## src/rtl/memory_dp_pkg.sv

```systemverilog
// Shared definitions for the memory_dp dual-port RAM: FSM encoding,
// read-during-write mode constants and the read latency limit.
package memory_dp_pkg;

    typedef enum logic {
        ST_CLEAR = 1'b0,
        ST_RUN   = 1'b1
    } state_t;

    localparam int RW_READ_FIRST    = 0;
    localparam int RW_WRITE_FIRST   = 1;
    localparam int MAX_READ_LATENCY = 2;

endpackage

```

## src/rtl/mem_rd_pipe.sv

```systemverilog
// Valid/data delay line placed after the first read register of a port.
// Data in each stage only moves with its valid, so the output holds the
// last delivered word while no response is in flight.
module mem_rd_pipe #(
    parameter int DATA_WIDTH = 16,
    parameter int DEPTH      = 1
) (
    input  logic                  clk,
    input  logic                  rst,
    input  logic                  i_valid,
    input  logic [DATA_WIDTH-1:0] i_data,
    output logic                  o_valid,
    output logic [DATA_WIDTH-1:0] o_data
);

    generate
        if (DEPTH == 0) begin : g_bypass
            // Zero-length line: clock and reset are intentionally unused.
            logic w_unused_clk_rst;
            assign w_unused_clk_rst = clk ^ rst;
            assign o_valid          = i_valid;
            assign o_data           = i_data;
        end else begin : g_pipe
            logic [DEPTH-1:0]      r_valid;
            logic [DATA_WIDTH-1:0] r_data [DEPTH];

            // Shift valids every cycle; advance data only alongside a valid.
            // NOTE: non-blocking assignments here let every stage sample the
            // previous stage's old value, which is what makes this a shift.
            always_ff @(posedge clk) begin
                if (rst) begin
                    r_valid <= '0;
                    for (int i = 0; i < DEPTH; i++) begin
                        r_data[i] <= '0;
                    end
                end else begin
                    r_valid[0] <= i_valid;
                    if (i_valid) begin
                        r_data[0] <= i_data;
                    end
                    for (int i = 1; i < DEPTH; i++) begin
                        r_valid[i] <= r_valid[i-1];
                        if (r_valid[i-1]) begin
                            r_data[i] <= r_data[i-1];
                        end
                    end
                end
            end

            assign o_valid = r_valid[DEPTH-1];
            assign o_data  = r_data[DEPTH-1];
        end
    endgenerate

endmodule

```

## src/rtl/memory_dp.sv

```systemverilog
// Synchronous dual-port RAM: port A read/write, port B read-only.
// Request/valid handshakes, 1- or 2-cycle read latency, selectable
// read-during-write behaviour and an optional post-reset clear sequencer.
module memory_dp
    import memory_dp_pkg::*;
#(
    parameter string FILE_NAME      = "mem_init.mif",
    parameter int    ADDR_WIDTH     = 6,
    parameter int    DATA_WIDTH     = 16,
    parameter int    READ_LATENCY   = 1,
    parameter int    RW_MODE        = 0,
    parameter int    CLEAR_ON_RESET = 0
) (
    input  logic                  clk,
    input  logic                  rst,
    input  logic                  a_req,
    input  logic                  a_we,
    input  logic [ADDR_WIDTH-1:0] a_addr,
    input  logic [DATA_WIDTH-1:0] a_data,
    output logic [DATA_WIDTH-1:0] a_out,
    output logic                  a_valid,
    input  logic                  b_req,
    input  logic [ADDR_WIDTH-1:0] b_addr,
    output logic [DATA_WIDTH-1:0] b_out,
    output logic                  b_valid,
    output logic                  busy
);

    localparam int                    DEPTH       = 2 ** ADDR_WIDTH;
    localparam logic [ADDR_WIDTH-1:0] LAST_ADDR   = '1;
    localparam bit                    WRITE_FIRST = (RW_MODE == RW_WRITE_FIRST);
    localparam state_t                RESET_STATE = (CLEAR_ON_RESET != 0) ? ST_CLEAR : ST_RUN;

    generate
        if (READ_LATENCY < 1 || READ_LATENCY > MAX_READ_LATENCY) begin : g_bad_latency
            $error("memory_dp: READ_LATENCY must be 1 or 2");
        end
    endgenerate

    (* ram_init_file = FILE_NAME *)
    logic [DATA_WIDTH-1:0] r_mem [DEPTH];

    state_t                r_state;
    state_t                w_state_next;
    logic [ADDR_WIDTH-1:0] r_cnt;
    logic [ADDR_WIDTH-1:0] w_cnt_next;

    logic                  w_busy;
    logic                  w_a_acc;
    logic                  w_a_wr;
    logic                  w_b_acc;
    logic                  w_clr_we;
    logic [DATA_WIDTH-1:0] w_a_rd_data;
    logic [DATA_WIDTH-1:0] w_b_rd_data;

    logic                  r_a_v1;
    logic                  r_b_v1;
    logic [DATA_WIDTH-1:0] r_a_d1;
    logic [DATA_WIDTH-1:0] r_b_d1;

    // Reset dominates: nothing is accepted on an edge where rst is high.
    assign w_busy   = (r_state == ST_CLEAR);
    assign w_a_acc  = a_req & ~w_busy & ~rst;
    assign w_b_acc  = b_req & ~w_busy & ~rst;
    assign w_a_wr   = w_a_acc & a_we;
    assign w_clr_we = w_busy & ~rst;
    assign busy     = w_busy;

    // Read-during-write: the array read returns the pre-edge word (read-first);
    // write-first bypasses the incoming write data, also for a B collision.
    assign w_a_rd_data = (w_a_wr && WRITE_FIRST) ? a_data : r_mem[a_addr];
    assign w_b_rd_data = (w_a_wr && WRITE_FIRST && (a_addr == b_addr)) ? a_data : r_mem[b_addr];

    // Clear FSM state and counter registers.
    always_ff @(posedge clk) begin
        if (rst) begin
            r_state <= RESET_STATE;
            r_cnt   <= '0;
        end else begin
            r_state <= w_state_next;
            r_cnt   <= w_cnt_next;
        end
    end

    // Clear FSM next state: walk every address once, then run.
    // NOTE: every output of this block is assigned a default first so no
    // path leaves it unassigned, which would otherwise infer a latch.
    always_comb begin
        w_state_next = r_state;
        w_cnt_next   = '0;
        case (r_state)
            ST_CLEAR: begin
                w_cnt_next = r_cnt + 1'b1;
                if (r_cnt == LAST_ADDR) begin
                    w_state_next = ST_RUN;
                    w_cnt_next   = '0;
                end
            end
            ST_RUN:   w_state_next = ST_RUN;
            default:  w_state_next = ST_RUN;
        endcase
    end

    // Array write port, shared by the clear sequencer and port A.
    // NOTE: the array has no reset branch; contents survive reset and only the
    // clear sequencer zeroes them, which keeps it mappable to block RAM.
    always_ff @(posedge clk) begin
        if (w_clr_we) begin
            r_mem[r_cnt] <= '0;
        end else if (w_a_wr) begin
            r_mem[a_addr] <= a_data;
        end
    end

    // First read stage of both ports; data registers hold between responses.
    always_ff @(posedge clk) begin
        if (rst) begin
            r_a_v1 <= 1'b0;
            r_b_v1 <= 1'b0;
            r_a_d1 <= '0;
            r_b_d1 <= '0;
        end else begin
            r_a_v1 <= w_a_acc;
            r_b_v1 <= w_b_acc;
            if (w_a_acc) begin
                r_a_d1 <= w_a_rd_data;
            end
            if (w_b_acc) begin
                r_b_d1 <= w_b_rd_data;
            end
        end
    end

    mem_rd_pipe #(
        .DATA_WIDTH (DATA_WIDTH),
        .DEPTH      (READ_LATENCY - 1)
    ) u_a_pipe (
        .clk     (clk),
        .rst     (rst),
        .i_valid (r_a_v1),
        .i_data  (r_a_d1),
        .o_valid (a_valid),
        .o_data  (a_out)
    );

    mem_rd_pipe #(
        .DATA_WIDTH (DATA_WIDTH),
        .DEPTH      (READ_LATENCY - 1)
    ) u_b_pipe (
        .clk     (clk),
        .rst     (rst),
        .i_valid (r_b_v1),
        .i_data  (r_b_d1),
        .o_valid (b_valid),
        .o_data  (b_out)
    );

endmodule

```

## config.mk

```make
export PLATFORM = sky130hd
export DESIGN_NAME = memory_dp
export DESIGN_NICKNAME = d
export VERILOG_FILES = /design/src/rtl/memory_dp_pkg.sv /design/src/rtl/mem_rd_pipe.sv /design/src/rtl/memory_dp.sv
export SDC_FILE = /design/constraint.sdc
export NUM_CORES = 1
export LEC_CHECK = 0
export CORE_MARGIN = 4
export CORE_UTILIZATION = 40
export DETAILED_ROUTE_END_ITERATION = 12
export MAX_ROUTING_LAYER = met4
export SYNTH_ARGS = -nofsm -noshare
export SYNTH_HDL_FRONTEND = slang
export SYNTH_SLANG_ARGS = --single-unit
```

## constraint.sdc

```tcl
create_clock -name clk -period 7.9 [get_ports clk]
set_input_delay 2.37 -clock clk [delete_from_list [all_inputs] [get_ports clk]]
set_output_delay 2.37 -clock clk [all_outputs]
set_load 0.05 [all_outputs]
```

==> impl_metrics.tcl <==
set metrics [dict create \
    outcome "complete, no violations" \
    final_antenna_net_count 0 \
    hold_class "flop to flop" \
    wl_met1_um 58800 \
    wire_per_inst_um 34.8 \
    whs_ns 0.479 \
    postLayoutSetupSlackWorst_ns 2.22 \
    synth_nets 2589 \
    wl_met2_um 73000 \
    yosysMostFrequentCell "edfxtp_1" \
    final.period_utilization_pct 72.0 \
    setup_viol 0 \
    slowest_stage "nor2_2" \
    drcViolationCount 0 \
    synth_top_flop_cell "edfxtp_1" \
    critPathLaunchType "primary input" \
    synth.distinct_cells 47 \
    cts_repair_resize_count 0 \
    start_util_pct 40.3 \
    top_layer "met4" \
    holdBufCountCts 0 \
    synth_area_mm2 0.0491 \
    cts_buffer_depth 3 \
    gp_congestion 1.05 \
    viasPerCell 6.36 \
    rsz0062_at_grt "false" \
    place_hpwl_um 100000 \
    clock-sinks 1065 \
    num_rows 128 \
    max-vdd-ir-drop_uv 180 \
    fin_skew_ns 0.0338 \
    cts_max_level 3 \
    cts_tree "built" \
    dr.pass1.iters 6 \
    seq_area_mm2 0.0316 \
    clk_latency_ns 0.72 \
    drv_cap 0 \
    grt_pass1_wl_um 214000 \
    tns_ns 0 \
    chipHeight_um 358 \
    synth_async_sr_flop_share_pct 0 \
    antenna_found_initial 4 \
    grt_max_degree 91 \
    die_area_mm2 0.128 \
    wl_met3_um 14200 \
    path_cells "clkdlybuf4s50_1 -> nand4b_1 -> o32ai_1 -> nand2_1 -> nor2_2" \
    num_io_pins 68 \
    num_vias 27800 \
    multi_input_area_mm2 0.0166 \
    slew_violations 0 \
    yosys.area.top_type "edfxtp_1" \
    first_iter_violations 3367 \
    fill_cells 10200 \
    cts_setup_buffers 0 \
    ctsRootBufferMaster "clkbuf_16" \
    synth.area.top_cells "edfxtp_1, mux4_2, mux2i_1" \
    crit_type "primary input to flop" \
    crit_arrival_ns 5.99 \
    worst_pin_slew_ns 1.39 \
    io_buffers 67 \
    nets 2681 \
    synth_top_area_share_pct 62.7 \
    cts_buffers 111 \
    synth_edf_count 1024 \
    synthCells 2555 \
    endpoint_kind "flop" \
    drive_gt1_share_pct 30.0 \
    fin_crit_ns 5.68 \
    critPathMaxFanout 16 \
    fmax_mhz 176 \
    area_growth_pct 13.2 \
    yosysWarnings 0 \
    core_area_mm2 0.122 \
    avgSynthCellArea_um2 19.2 \
    ys_seq_elements 1065 \
    cts.clk_slew.worst_paths_ns 0.06 \
    relSlewSlack_pct 7.07 \
    cp_slowest_stage_delay_ns 1.10 \
    ys_seq_area_share_pct 64.3 \
    grt_usage_pct 24.4 \
    wl_um 152000 \
    power_density_mw_per_mm2 225 \
    p_leak_nw 16.7 \
    worstPathRequired_ns 8.20 \
    dpl_worst_slack_ns 1.65 \
    hold_viol_final 0 \
    grt_pass1_vias 28300 \
    die_w_um 358 \
    grt_remaining_overflow 0 \
    yosys-top-cells-count "edfxtp_1, mux4_2, mux2i_1" \
]
[cells by family after synthesis]
| family | after synthesis | share of synthesized area (%) |
|---|---|---|
| buffers and inverters | 198 | 2.10 |
| multiplexers | 709 | 27.0 |
| XOR/XNOR | 4 | 0.0714 |
| flip-flops | 1065 | 64.3 |
| AO/OA/AOI/OAI | 226 | 3.27 |
| adder cells (fa/ha/maj) | 1 | 0.0255 |
| AND/OR/NAND/NOR | 352 | 3.16 |
[registers in the layout (all words and copies together), names as in the netlist]
register	flops
r_b_d1	16
r_cnt	6
r_state	1
r_a_d1	16
r_a_v1	1
r_mem	1024
r_b_v1	1
[final timing paths]
kind                        to       start  slack (ns)  cells after the start
setup / recovery  r_mem[10][9]         rst        2.22                      5
hold / removal      r_a_d1[15]  r_a_d1[15]        0.48                      2
setup reg to reg  r_mem[10][9]     r_state        3.99                      4
hold reg to reg     r_a_d1[15]  r_a_d1[15]        0.48                      2
[where the power goes]
part	internal [W]	switching (W)
logic	0.000316	0.000562
registers	0.00616	0.0000388
clock network	0.00319	0.00221
total	0.00967	0.00281
[cells in the final DEF (no fill, tap or decap), types with 34 or more instances in the layout]
cell | Yosys | layout
dfxtp_1 | 41 | 41
o21ai_0 | 34 | 34
nand2_1 | 111 | 111
mux4_2 | 493 | 493
clkbuf_16 | 0 | 112
buf_4 | 32 | 95
mux2i_1 | 214 | 214
a22oi_1 | 52 | 52
nor2_1 | 143 | 109
nor2_2 | 0 | 34
edfxtp_1 | 1024 | 1024
clkdlybuf4s50_1 | 0 | 60
[metal layers]
metal / up-vias / track usage [%]
met5: - / -
met4: 0 / 8.72
met3: 249 / 6.55
met2: 1445 / 37.9
met1: 15100 / 31.1
li1: 11100 / -
[worst max-delay path: cells and delay by family]
| kind | cells | cell delay [ns] |
|---|---|---|
| and+or+nand+nor | 3 | 2.34 |
| buffers and inverters | 1 | 0.70 |
| AOI/OAI and AO/OA | 1 | 0.53 |
[stage by stage]
step	util, %	cells	total power, W	cell area (um2)
2_1_floorplan	-	2555	0.00685	49100
3_3_place_gp	42.5	4159	0.00718	51800
3_5_place_dp	42.5	4159	0.00719	51800
4_1_cts	45.6	4368	0.0125	55500
5_1_grt	45.6	4370	0.0128	55600
6_report	45.6	4373	0.0125	55600
[final cells by class]
type	count	area share (%)
flip-flops and latches	1065	56.8
clock inverters	71	1.49
multi-input cells	1292	29.8
well taps	1625	3.66
repair buffers	171	2.85
diodes	5	0.0225
inverters	6	0.0405
clock buffers	138	5.27
Power figures use the tool's default switching activity.
